[config.mk]
export PLATFORM = sky130hd
export DESIGN_NAME = stream_demux_flat
export DESIGN_NICKNAME = d
export VERILOG_FILES = /design/src/rtl/stream_demux_if.sv /design/src/rtl/stream_demux.sv /design/src/flat_wrapper.sv
export SDC_FILE = /design/constraint.sdc
export NUM_CORES = 1
export LEC_CHECK = 0
export BUFFER_PORTS_ARGS = -buffer_cell sky130_fd_sc_hd__buf_2
export CELL_PAD_IN_SITES_DETAIL_PLACEMENT = 1
export CELL_PAD_IN_SITES_GLOBAL_PLACEMENT = 1
export CORE_MARGIN = 2
export CORE_UTILIZATION = 37
export DETAILED_ROUTE_END_ITERATION = 8
export PLACE_DENSITY_LB_ADDON = 0.1
export SLEW_MARGIN = 40
export SYNTH_ARGS = -nofsm -noshare
export SYNTH_HDL_FRONTEND = slang
export SYNTH_SLANG_ARGS = --single-unit
[constraint.sdc]
create_clock -name clk -period 1.9 [get_ports clk]
set_input_delay 0.38 -clock clk [delete_from_list [all_inputs] [get_ports clk]]
set_output_delay 0.38 -clock clk [all_outputs]
set_load 0.01 [all_outputs]
[src/rtl/stream_demux_if.sv]
// stream_demux_if: input stream, per-channel outputs and status of stream_demux; bcast exists only with STREAM_DEMUX_BCAST_EN
interface stream_demux_if #(
  parameter int WIDTH = 8,
  parameter int NCH = 4
);
  localparam int SEL_W = (NCH > 2) ? $clog2(NCH) : 1;
  logic [WIDTH-1:0] in_data;
  logic [SEL_W-1:0] in_sel;
  logic in_valid;
  logic in_ready;
  logic [NCH*WIDTH-1:0] out_data;
  logic [NCH-1:0] out_valid;
  logic [NCH-1:0] out_ready;
  logic err;
  logic [7:0] drop_cnt;
`ifdef STREAM_DEMUX_BCAST_EN
  logic bcast;
  modport master (output in_data, in_sel, in_valid, out_ready, bcast,
                  input in_ready, out_data, out_valid, err, drop_cnt);
  modport slave (input in_data, in_sel, in_valid, out_ready, bcast,
                 output in_ready, out_data, out_valid, err, drop_cnt);
`else
  modport master (output in_data, in_sel, in_valid, out_ready,
                  input in_ready, out_data, out_valid, err, drop_cnt);
  modport slave (input in_data, in_sel, in_valid, out_ready,
                 output in_ready, out_data, out_valid, err, drop_cnt);
`endif
endinterface

[src/rtl/stream_demux.sv]
// stream_demux: 1-to-NCH stream demux with a one-entry register per channel; STREAM_DEMUX_BCAST_EN adds broadcast
module stream_demux #(
  parameter int WIDTH = 8,
  parameter int NCH = 4
) (
  input logic clk,
  input logic rst_n,
  stream_demux_if.slave s
);
  localparam int SEL_W = (NCH > 2) ? $clog2(NCH) : 1;
  localparam logic [SEL_W:0] NCH_V = (SEL_W + 1)'(NCH);
  logic [NCH-1:0][WIDTH-1:0] data_q;
  logic [NCH-1:0] valid_q, drain, free, load;
  logic [7:0] cnt_q;
  logic err_q, legal, bc, sel_free, rdy, fire, drop;
`ifdef STREAM_DEMUX_BCAST_EN
  assign bc = s.bcast;
`else
  assign bc = 1'b0;
`endif
  assign legal = {1'b0, s.in_sel} < NCH_V;
  always_comb begin
    drain = valid_q & s.out_ready;
    free = ~valid_q | s.out_ready;
    sel_free = 1'b0;
    for (int k = 0; k < NCH; k++) sel_free = sel_free | (free[k] & (k == int'(s.in_sel)));
    rdy = rst_n & (bc ? &free : (!legal | sel_free));
    fire = s.in_valid & rdy;
    drop = fire & !bc & !legal;
    load = '0;
    for (int k = 0; k < NCH; k++) load[k] = fire & (bc | (legal & (k == int'(s.in_sel))));
  end
  // a drained channel reads back as zero so stale words never linger on the bus
  always_ff @(posedge clk) begin
    if (!rst_n) begin
      data_q <= '0;
      valid_q <= '0;
      err_q <= 1'b0;
      cnt_q <= '0;
    end else begin
      for (int k = 0; k < NCH; k++) begin
        if (load[k]) begin
          data_q[k] <= s.in_data;
          valid_q[k] <= 1'b1;
        end else if (drain[k]) begin
          data_q[k] <= '0;
          valid_q[k] <= 1'b0;
        end
      end
      err_q <= drop;
      if (drop && cnt_q != 8'hFF) cnt_q <= cnt_q + 8'd1;
    end
  end
  assign s.in_ready = rdy;
  assign s.out_data = data_q;
  assign s.out_valid = valid_q;
  assign s.err = err_q;
  assign s.drop_cnt = cnt_q;
endmodule
[src/flat_wrapper.sv]
// flat-port wrapper written by rule: the top's interface ports become plain ports
module stream_demux_flat 
#(
  parameter int WIDTH = 8,
  parameter int NCH = 4
)
  (clk, rst_n, s_in_data, s_in_sel, s_in_valid, s_out_ready, s_in_ready, s_out_data, s_out_valid, s_err, s_drop_cnt);
  stream_demux_if #(.WIDTH(WIDTH), .NCH(NCH)) s_i ();
  input logic clk;
  input logic rst_n;
  input wire logic [$bits(s_i.in_data)-1:0] s_in_data;
  input wire logic [$bits(s_i.in_sel)-1:0] s_in_sel;
  input wire logic [$bits(s_i.in_valid)-1:0] s_in_valid;
  input wire logic [$bits(s_i.out_ready)-1:0] s_out_ready;
  output wire logic [$bits(s_i.in_ready)-1:0] s_in_ready;
  output wire logic [$bits(s_i.out_data)-1:0] s_out_data;
  output wire logic [$bits(s_i.out_valid)-1:0] s_out_valid;
  output wire logic [$bits(s_i.err)-1:0] s_err;
  output wire logic [$bits(s_i.drop_cnt)-1:0] s_drop_cnt;
  assign s_i.in_data = s_in_data;
  assign s_i.in_sel = s_in_sel;
  assign s_i.in_valid = s_in_valid;
  assign s_i.out_ready = s_out_ready;
  assign s_in_ready = s_i.in_ready;
  assign s_out_data = s_i.out_data;
  assign s_out_valid = s_i.out_valid;
  assign s_err = s_i.err;
  assign s_drop_cnt = s_i.drop_cnt;
  stream_demux #(.WIDTH(WIDTH), .NCH(NCH)) u_core (.clk(clk), .rst_n(rst_n), .s(s_i));
endmodule
==> impl_metrics.env, run 1 <==
export IMPL_clk_pin_slew_worst_paths_ns=0.07
export IMPL_path_cells="nand2b_1 > o311ai_0 > a21oi_1 > buf_2"
export IMPL_slew_headroom_pct=63.99
export IMPL_fmax_ghz=0.5871
export IMPL_power_density_nw_per_um2=837.2
export IMPL_synth_top_area_share_pct=48.40
export IMPL_ys_seq_area_share_pct=48.40
export IMPL_syn_inst=148
export IMPL_drc=0
export IMPL_syn2layout_area_growth_pct=25.97
export IMPL_finalWeightedCongestion=0.7263
export IMPL_clock_sinks=36
export IMPL_swShare_pct=22.73
export IMPL_ys_warn_count=0
export IMPL_fin_tns_setup_ns=0
export IMPL_routed_wl_um=3735
export IMPL_start_util_pct=37.77
export IMPL_slowest_delay_ns=0.38
export IMPL_crit_fanout=3
export IMPL_root_buffer="clkbuf_8"
export IMPL_ys_ff_latch=36
export IMPL_fin_cells=256
export IMPL_drive_above_1_share_pct=33.50
export IMPL_slowest_stage="dfxtp_1"
export IMPL_grt_usage_pct=18.20
export IMPL_num_rows=23
export IMPL_num_io_pins=63
export IMPL_nets=222
export IMPL_insertion_delay_ns=0.28
export IMPL_vias=1211
export IMPL_dpl_hpwl_um=2870
export IMPL_internal_power_mw=1.213
export IMPL_clkPwrFrac_pct=41.7
export IMPL_hold_violations=0
export IMPL_status="finished clean"
export IMPL_period_share_pct=89.65
export IMPL_viasPerCell=4.730
export IMPL_ctsHtreeMaxLevel=2
export IMPL_p_leak_nw=0.9495
export IMPL_p_comb_share_pct=8.6
export IMPL_post_place_cells=248
export IMPL_place_area_um2=1768
export IMPL_synth_top_area_cell="dfxtp_1"
export IMPL_die_h_um=67.44
export IMPL_post_cts_buffers=0
export IMPL_start_kind="flip-flop"
export IMPL_utilization_pct=47.57
export IMPL_finalCriticalPeriod_ns=1.703
export IMPL_vdd_ir_drop_max_mv=0.4108
export IMPL_cts_tree="yes"
export IMPL_hold_class="primary input to flip-flop"
export IMPL_num_fill_cells=475
export IMPL_wire_per_inst_um=14.59
export IMPL_syn_area_per_cell_um2=10.06
export IMPL_drv_slew=0
export IMPL_power_frac_seq_pct=49.7
export IMPL_antenna_found_initial=0
export IMPL_final_common_cell="buf_2"
export IMPL_stdcell_area_um2=1876
export IMPL_cp_data_required_time_ns=1.52
export IMPL_switchingPower_mw=0.3570
export IMPL_crit_family="compound AO/OA/AOI/OAI gates"
export IMPL_synthesis_area_um2=1489
export IMPL_synth_cell_types=21
export IMPL_layout_common_cells="buf_2, nand2_1, dfxtp_1"
export IMPL_max_cap_viol_count=0
export IMPL_worstMarginPinSlew_ns=0.5386
export IMPL_rsz0062_at_grt="false"
export IMPL_first_pass_iters=4
export IMPL_core_um2=3943
export IMPL_worstPathArrival_ns=1.32
export IMPL_worstSetupPathType="flip-flop to output pin"
export IMPL_cp_end_kind="output pin"
export IMPL_grt_pass1_wl_um=5913
export IMPL_finalSetupViolCount=0
export IMPL_die_w_um=67.44
export IMPL_finClkSkew_ns=0.004052
export IMPL_antenna_diode_count=0
export IMPL_cts_made_buffers=5
export IMPL_synthTopCellsByArea="dfxtp_1, mux2i_1, nand2_1, buf_4, a21boi_2"
export IMPL_antenna_left=0
export IMPL_grt_ovfl_total=0
export IMPL_io_buffers=53
export IMPL_grt_pass1_vias=1182
export IMPL_cts_resized=0
export IMPL_ctsHoldBuffers=0
export IMPL_path_buf_inv=1
export IMPL_grt_start_max_net_pins=13
export IMPL_drtIter0Drc=47
export IMPL_cts_buffer_depth=2
export IMPL_dieArea_um2=4547
==> synthesized netlist by cell type <==
cell / instances
nand2b_1: 3
nand4bb_1: 1
nor2b_1: 2
a21oi_1: 1
nand2_1: 40
conb_1: 1
dfxtp_1: 36
a21boi_2: 4
nor3_1: 1
buf_6: 1
nand4_1: 1
buf_4: 11
nor2_1: 1
mux2i_1: 33
a21boi_0: 2
buf_2: 3
o311ai_0: 1
nand3_1: 2
o21a_1: 2
and3_1: 1
nor3b_2: 1
==> cell type report <==
class                           instances  area [µm²]  share of cell area (%)
Clock buffer                            6       72.57                   3.869
Sequential cell                        36       720.7                   38.43
Tap cell                               50       62.56                   3.336
Multi-Input combinational cell        105       689.4                   36.76
Timing Repair Buffer                   57       295.3                   15.74
Clock inverter                          2       35.03                   1.868
==> path summary, 6_finish.rpt <==
check	from	end	slack (ns)	depth (start not counted)
max	u_core.s.out_valid[0]$_SDFFE_PN0P_	s_in_ready	0.20	4
min	rst_n	u_core.s.out_valid[0]$_SDFFE_PN0P_	0.41	2
max reg2reg	u_core.s.out_valid[3]$_SDFFE_PN0P_	u_core.s.out_valid[3]$_SDFFE_PN0P_	0.67	3
min reg2reg	u_core.s.out_data[15]$_SDFFE_PN0P_	u_core.s.out_data[15]$_SDFFE_PN0P_	0.46	2
==> power by group through the flow <==
stage          combinational, mW  clock (mW)  sequential [mW]
6_report                   0.135       0.655            0.780
5_1_grt                    0.149       0.714            0.782
4_1_cts                    0.137       0.676            0.780
3_5_place_dp               0.136           0            0.797
3_3_place_gp               0.133           0            0.796
2_1_floorplan             0.0831           0            0.805
==> routing by layer <==
metal | GRT usage, % | wire length (µm)
met1 | 21.91 | 1623
met2 | 29.70 | 1876
met3 | 5.500 | 182
met4 | 8.418 | 53
met5 | 0 | 0
==> through the flow <==
step                      hold WS, ns  power [mW]  setup WS, ns
after floorplan                0.4790      0.8880        0.4680
after global placement         0.4403      0.9291        0.3326
after detailed placement       0.4438      0.9336        0.3121
after CTS                      0.4046       1.594        0.1782
after global routing           0.4125       1.645       0.07661
final                          0.4139       1.570        0.1966
==> flip-flops by register name (all words and copies together), names as in the netlist <==
name and count:
u_core.s.out_data 32, u_core.s.out_valid 4
==> cell families after synthesis <==
family	after synthesis	share of synthesized area, %
compound gates	10	5.965
flops	36	48.40
mux	33	22.19
simple gates	53	15.88
other cells	1	0.2519
buf+inv	15	7.311
Power figures use the tool's default switching activity.
==> inputs of run 2 (changes only) <==
- CAP_MARGIN: not set -> 30
- CORE_MARGIN: 2 -> 5
- HOLD_SLACK_MARGIN: not set -> 0.15
==> impl_metrics.env, run 2 (same netlist as run 1, synthesis figures left out) <==
export IMPL_vias=1206
export IMPL_num_rows=23
export IMPL_dpl_hpwl_um=3130
export IMPL_finalWeightedCongestion=0.7685
export IMPL_clk_pin_slew_worst_paths_ns=0.06
export IMPL_insertion_delay_ns=0.28
export IMPL_place_area_um2=1760
export IMPL_fmax_ghz=0.5878
export IMPL_multi_input_area_um2=689.4
export IMPL_cts_made_buffers=5
export IMPL_rr_startpoint="u_core.s.out_valid[0]$_SDFFE_PN0P_"
export IMPL_status="finished clean"
export IMPL_hold_violations=0
export IMPL_cts_tree="yes"
export IMPL_io_buffers=53
export IMPL_ctsHtreeMaxLevel=2
export IMPL_swShare_pct=22.22
export IMPL_first_pass_iters=4
export IMPL_finalCriticalPeriod_ns=1.701
export IMPL_root_buffer="clkbuf_8"
export IMPL_p_comb_share_pct=8.7
export IMPL_num_io_pins=63
export IMPL_setup_worst_path_start="u_core.s.out_valid[0]$_SDFFE_PN0P_"
export IMPL_grt_start_max_net_pins=13
export IMPL_hold_class="primary input to flip-flop"
export IMPL_vdd_ir_drop_max_mv=0.3954
export IMPL_largest_reg_flops=32
export IMPL_drv_slew=0
export IMPL_syn2layout_area_growth_pct=25.46
export IMPL_crit_fanout=3
export IMPL_cts_buffer_depth=2
export IMPL_routed_wl_um=4007
export IMPL_core_um2=3943
export IMPL_grt_usage_pct=15.71
export IMPL_drtIter0Drc=40
export IMPL_grt_pass1_vias=1332
export IMPL_period_share_pct=89.54
export IMPL_nets=221
export IMPL_hold_path_startpoint="rst_n"
export IMPL_total_power_mw=1.559
export IMPL_clock_sinks=36
export IMPL_worstMarginPinSlew_ns=0.6047
export IMPL_seq_area_um2=720.7
export IMPL_worstSetupPathType="flip-flop to output pin"
export IMPL_clkPwrFrac_pct=41.2
export IMPL_rsz0062_at_grt="false"
export IMPL_start_kind="flip-flop"
export IMPL_antenna_found_initial=0
export IMPL_num_fill_cells=485
export IMPL_antenna_left=0
export IMPL_dieArea_um2=5393
export IMPL_cts_resized=0
export IMPL_finalSetupViolCount=0
export IMPL_ctsHoldBuffers=0
export IMPL_internal_power_mw=1.213
export IMPL_cp_end_kind="output pin"
export IMPL_max_cap_viol_count=0
export IMPL_switchingPower_mw=0.3464
export IMPL_utilization_pct=47.38
export IMPL_die_w_um=73.44
export IMPL_grt_pass1_wl_um=6417
export IMPL_layout_common_cells="buf_2, nand2_1, dfxtp_1"
export IMPL_cp_data_required_time_ns=1.52
export IMPL_power_density_nw_per_um2=834.6
export IMPL_post_cts_buffers=0
export IMPL_wire_per_inst_um=15.71
export IMPL_hold_ws_ns=0.4176
export IMPL_slew_headroom_pct=59.57
export IMPL_final_common_cell="buf_2"
export IMPL_p_leak_nw=0.9452
export IMPL_start_util_pct=37.77
export IMPL_stdcell_area_um2=1868
export IMPL_worstPathArrival_ns=1.32
export IMPL_viasPerCell=4.729
export IMPL_power_frac_seq_pct=50.1
export IMPL_antenna_diode_count=0
export IMPL_fin_tns_setup_ns=0
export IMPL_grt_ovfl_total=0
export IMPL_finClkSkew_ns=0.006026
export IMPL_drive_above_1_share_pct=33.17
export IMPL_drc=0
export IMPL_die_h_um=73.44
-- run 2: cell types whose count changed in the layout (fill, tap and decap cells not counted), sizes merged --
cell  change
buf       -1
-- run 2: final cells by class --
| type | count | area share [%] |
|---|---|---|
| Sequential cell | 36 | 38.58 |
| Multi-Input combinational cell | 105 | 36.91 |
| Timing Repair Buffer | 56 | 15.41 |
| Clock buffer | 6 | 3.885 |
| Tap cell | 50 | 3.349 |
| Clock inverter | 2 | 1.875 |
-- run 2: through the flow --
step	worst slack, ns	std cells
6_report	0.1988	255
5_1_grt	0.1169	255
4_1_cts	0.1889	255
3_5_place_dp	0.2405	247
3_3_place_gp	0.3477	247
2_1_floorplan	0.4680	156
-- run 2: path summary, 6_finish.rpt --
kind                                                      endpoint  slack (ns)  depth (start not counted)
worst max-delay path                                    s_in_ready        0.20                          4
worst max register to register   u_core.s.out_data[2]$_SDFFE_PN0P_        0.47                          3
worst min-delay path            u_core.s.out_valid[3]$_SDFFE_PN0P_        0.42                          2
worst min register to register  u_core.s.out_data[19]$_SDFFE_PN0P_        0.46                          2
-- run 2: power by group through the flow --
stage               registers, mW  clock network, mW  logic [mW]
global placement            0.797                  0       0.133
detailed placement          0.797                  0       0.137
floorplan                   0.805                  0      0.0831
CTS                         0.781              0.658       0.138
finish                      0.780              0.643       0.136
global route                0.782              0.686       0.150
-- run 2: critical path: stages (launching register included) --
cell	delay (ns)
dfxtp_1	0.39
nand2b_1	0.10
o311ai_0	0.34
a21oi_1	0.07
buf_2	0.15
-- run 2: metal layers --
layer | up-vias | GRT usage, % | wire (µm)
met5 | - | 0 | 0
met4 | 0 | 3.622 | 17
met3 | 2 | 4.651 | 234
met2 | 33 | 29.29 | 2152
met1 | 578 | 17.37 | 1602
li1 | 593 | - | -
==> inputs of run 3 (changes only) <==
- CELL_PAD_IN_SITES_DETAIL_PLACEMENT: 1 -> 0
- SLEW_MARGIN: 40 -> not set
==> impl_metrics.env, run 3 (same netlist as run 1, synthesis figures left out) <==
export IMPL_max_cap_viol_count=0
export IMPL_setup_ws_ns=0.2049
export IMPL_root_buffer="clkbuf_8"
export IMPL_fin_tns_setup_ns=0
export IMPL_die_w_um=73.44
export IMPL_path_buf_inv=1
export IMPL_ctsHoldBuffers=0
export IMPL_first_pass_iters=4
export IMPL_finalWeightedCongestion=0.7685
export IMPL_grt_ovfl_total=0
export IMPL_finalCriticalPeriod_ns=1.695
export IMPL_largest_reg_flops=32
export IMPL_core_um2=3943
export IMPL_num_io_pins=63
export IMPL_io_buffers=53
export IMPL_finalSetupViolCount=0
export IMPL_path_cells="nand2b_1 > o311ai_0 > a21oi_1 > buf_2"
export IMPL_drtIter0Drc=35
export IMPL_worstSetupPathType="flip-flop to output pin"
export IMPL_clock_sinks=36
export IMPL_period_share_pct=89.22
export IMPL_antenna_diode_count=0
export IMPL_place_area_um2=1760
export IMPL_cts_resized=0
export IMPL_start_util_pct=37.77
export IMPL_post_cts_buffers=0
export IMPL_vdd_ir_drop_max_mv=0.5315
export IMPL_layout_common_cells="buf_2, nand2_1, dfxtp_1"
export IMPL_grt_pass1_vias=1185
export IMPL_cp_data_required_time_ns=1.52
export IMPL_routed_wl_um=3545
export IMPL_nets=221
export IMPL_worstPathArrival_ns=1.32
export IMPL_slowest_stage="dfxtp_1"
export IMPL_clk_pin_slew_worst_paths_ns=0.07
export IMPL_crit_family="compound AO/OA/AOI/OAI gates"
export IMPL_slew_headroom_pct=61.14
export IMPL_p_leak_nw=0.9311
export IMPL_drc=0
export IMPL_fmax_ghz=0.5899
export IMPL_ctsHtreeMaxLevel=2
export IMPL_antenna_left=0
export IMPL_drive_above_1_share_pct=32.84
export IMPL_stdcell_area_um2=1838
export IMPL_vias=1181
export IMPL_drv_slew=0
export IMPL_total_power_mw=1.407
export IMPL_grt_pass1_wl_um=5540
export IMPL_rsz0062_at_grt="false"
export IMPL_power_density_nw_per_um2=765.3
export IMPL_hold_class="primary input to flip-flop"
export IMPL_antenna_found_initial=0
export IMPL_grt_start_max_net_pins=13
export IMPL_grt_usage_pct=13.73
export IMPL_die_h_um=73.44
export IMPL_cts_made_buffers=5
export IMPL_num_rows=23
export IMPL_status="finished clean"
export IMPL_dp_slack_ns=0.3143
export IMPL_syn2layout_area_growth_pct=23.45
export IMPL_wire_per_inst_um=13.96
export IMPL_cts_buffer_depth=2
export IMPL_final_common_cell="buf_2"
export IMPL_worstMarginPinSlew_ns=0.5811
export IMPL_finClkSkew_ns=0.003033
export IMPL_dpl_hpwl_um=2762
export IMPL_hold_violations=0
export IMPL_crit_fanout=3
export IMPL_insertion_delay_ns=0.28
export IMPL_slowest_delay_ns=0.37
export IMPL_viasPerCell=4.650
export IMPL_cts_tree="yes"
export IMPL_cp_end_kind="output pin"
export IMPL_dieArea_um2=5393
export IMPL_start_kind="flip-flop"
==> run 3: final timing paths <==
path	startpoint	endpoint	slack, ns	cells past startpoint
setup / recovery	u_core.s.out_valid[0]$_SDFFE_PN0P_	s_in_ready	0.20	4
hold / removal	rst_n	u_core.s.out_valid[0]$_SDFFE_PN0P_	0.41	2
setup reg to reg	u_core.s.out_valid[0]$_SDFFE_PN0P_	u_core.s.out_data[0]$_SDFFE_PN0P_	0.56	3
hold reg to reg	u_core.s.out_data[15]$_SDFFE_PN0P_	u_core.s.out_data[15]$_SDFFE_PN0P_	0.45	2
==> run 3: per-layer routing <==
metal | global-route usage, % | routed length [µm]
met1 | 16.29 | 1528
met3 | 5.609 | 273
met5 | 0 | 0
met2 | 22.64 | 1707
met4 | 4.225 | 34
==> run 3: cell type report <==
type | instances | area [µm²]
clock buffers | 6 | 72.57
well taps | 50 | 62.56
multi-input cells | 105 | 689.4
flip-flops and latches | 36 | 720.7
fillers | 417 | 2105
repair buffers | 56 | 287.8
clock inverters | 1 | 5.005
==> run 3: through the flow <==
stage	utilization [%]	cells	hold WS, ns
floorplan	-	156	0.4790
global placement	44.65	247	0.4416
detailed placement	44.65	247	0.4428
CTS	46.62	254	0.3979
global route	46.62	254	0.4155
finish	46.62	254	0.4073
==> run 3: power by group <==
| part | internal (mW) | switching (mW) | leakage [nW] |
|---|---|---|---|
| combinational | 0.0524 | 0.0804 | 0.599 |
| clock | 0.249 | 0.245 | 0.0410 |
| sequential | 0.771 | 0.00908 | 0.291 |
| total | 1.07 | 0.334 | 0.931 |
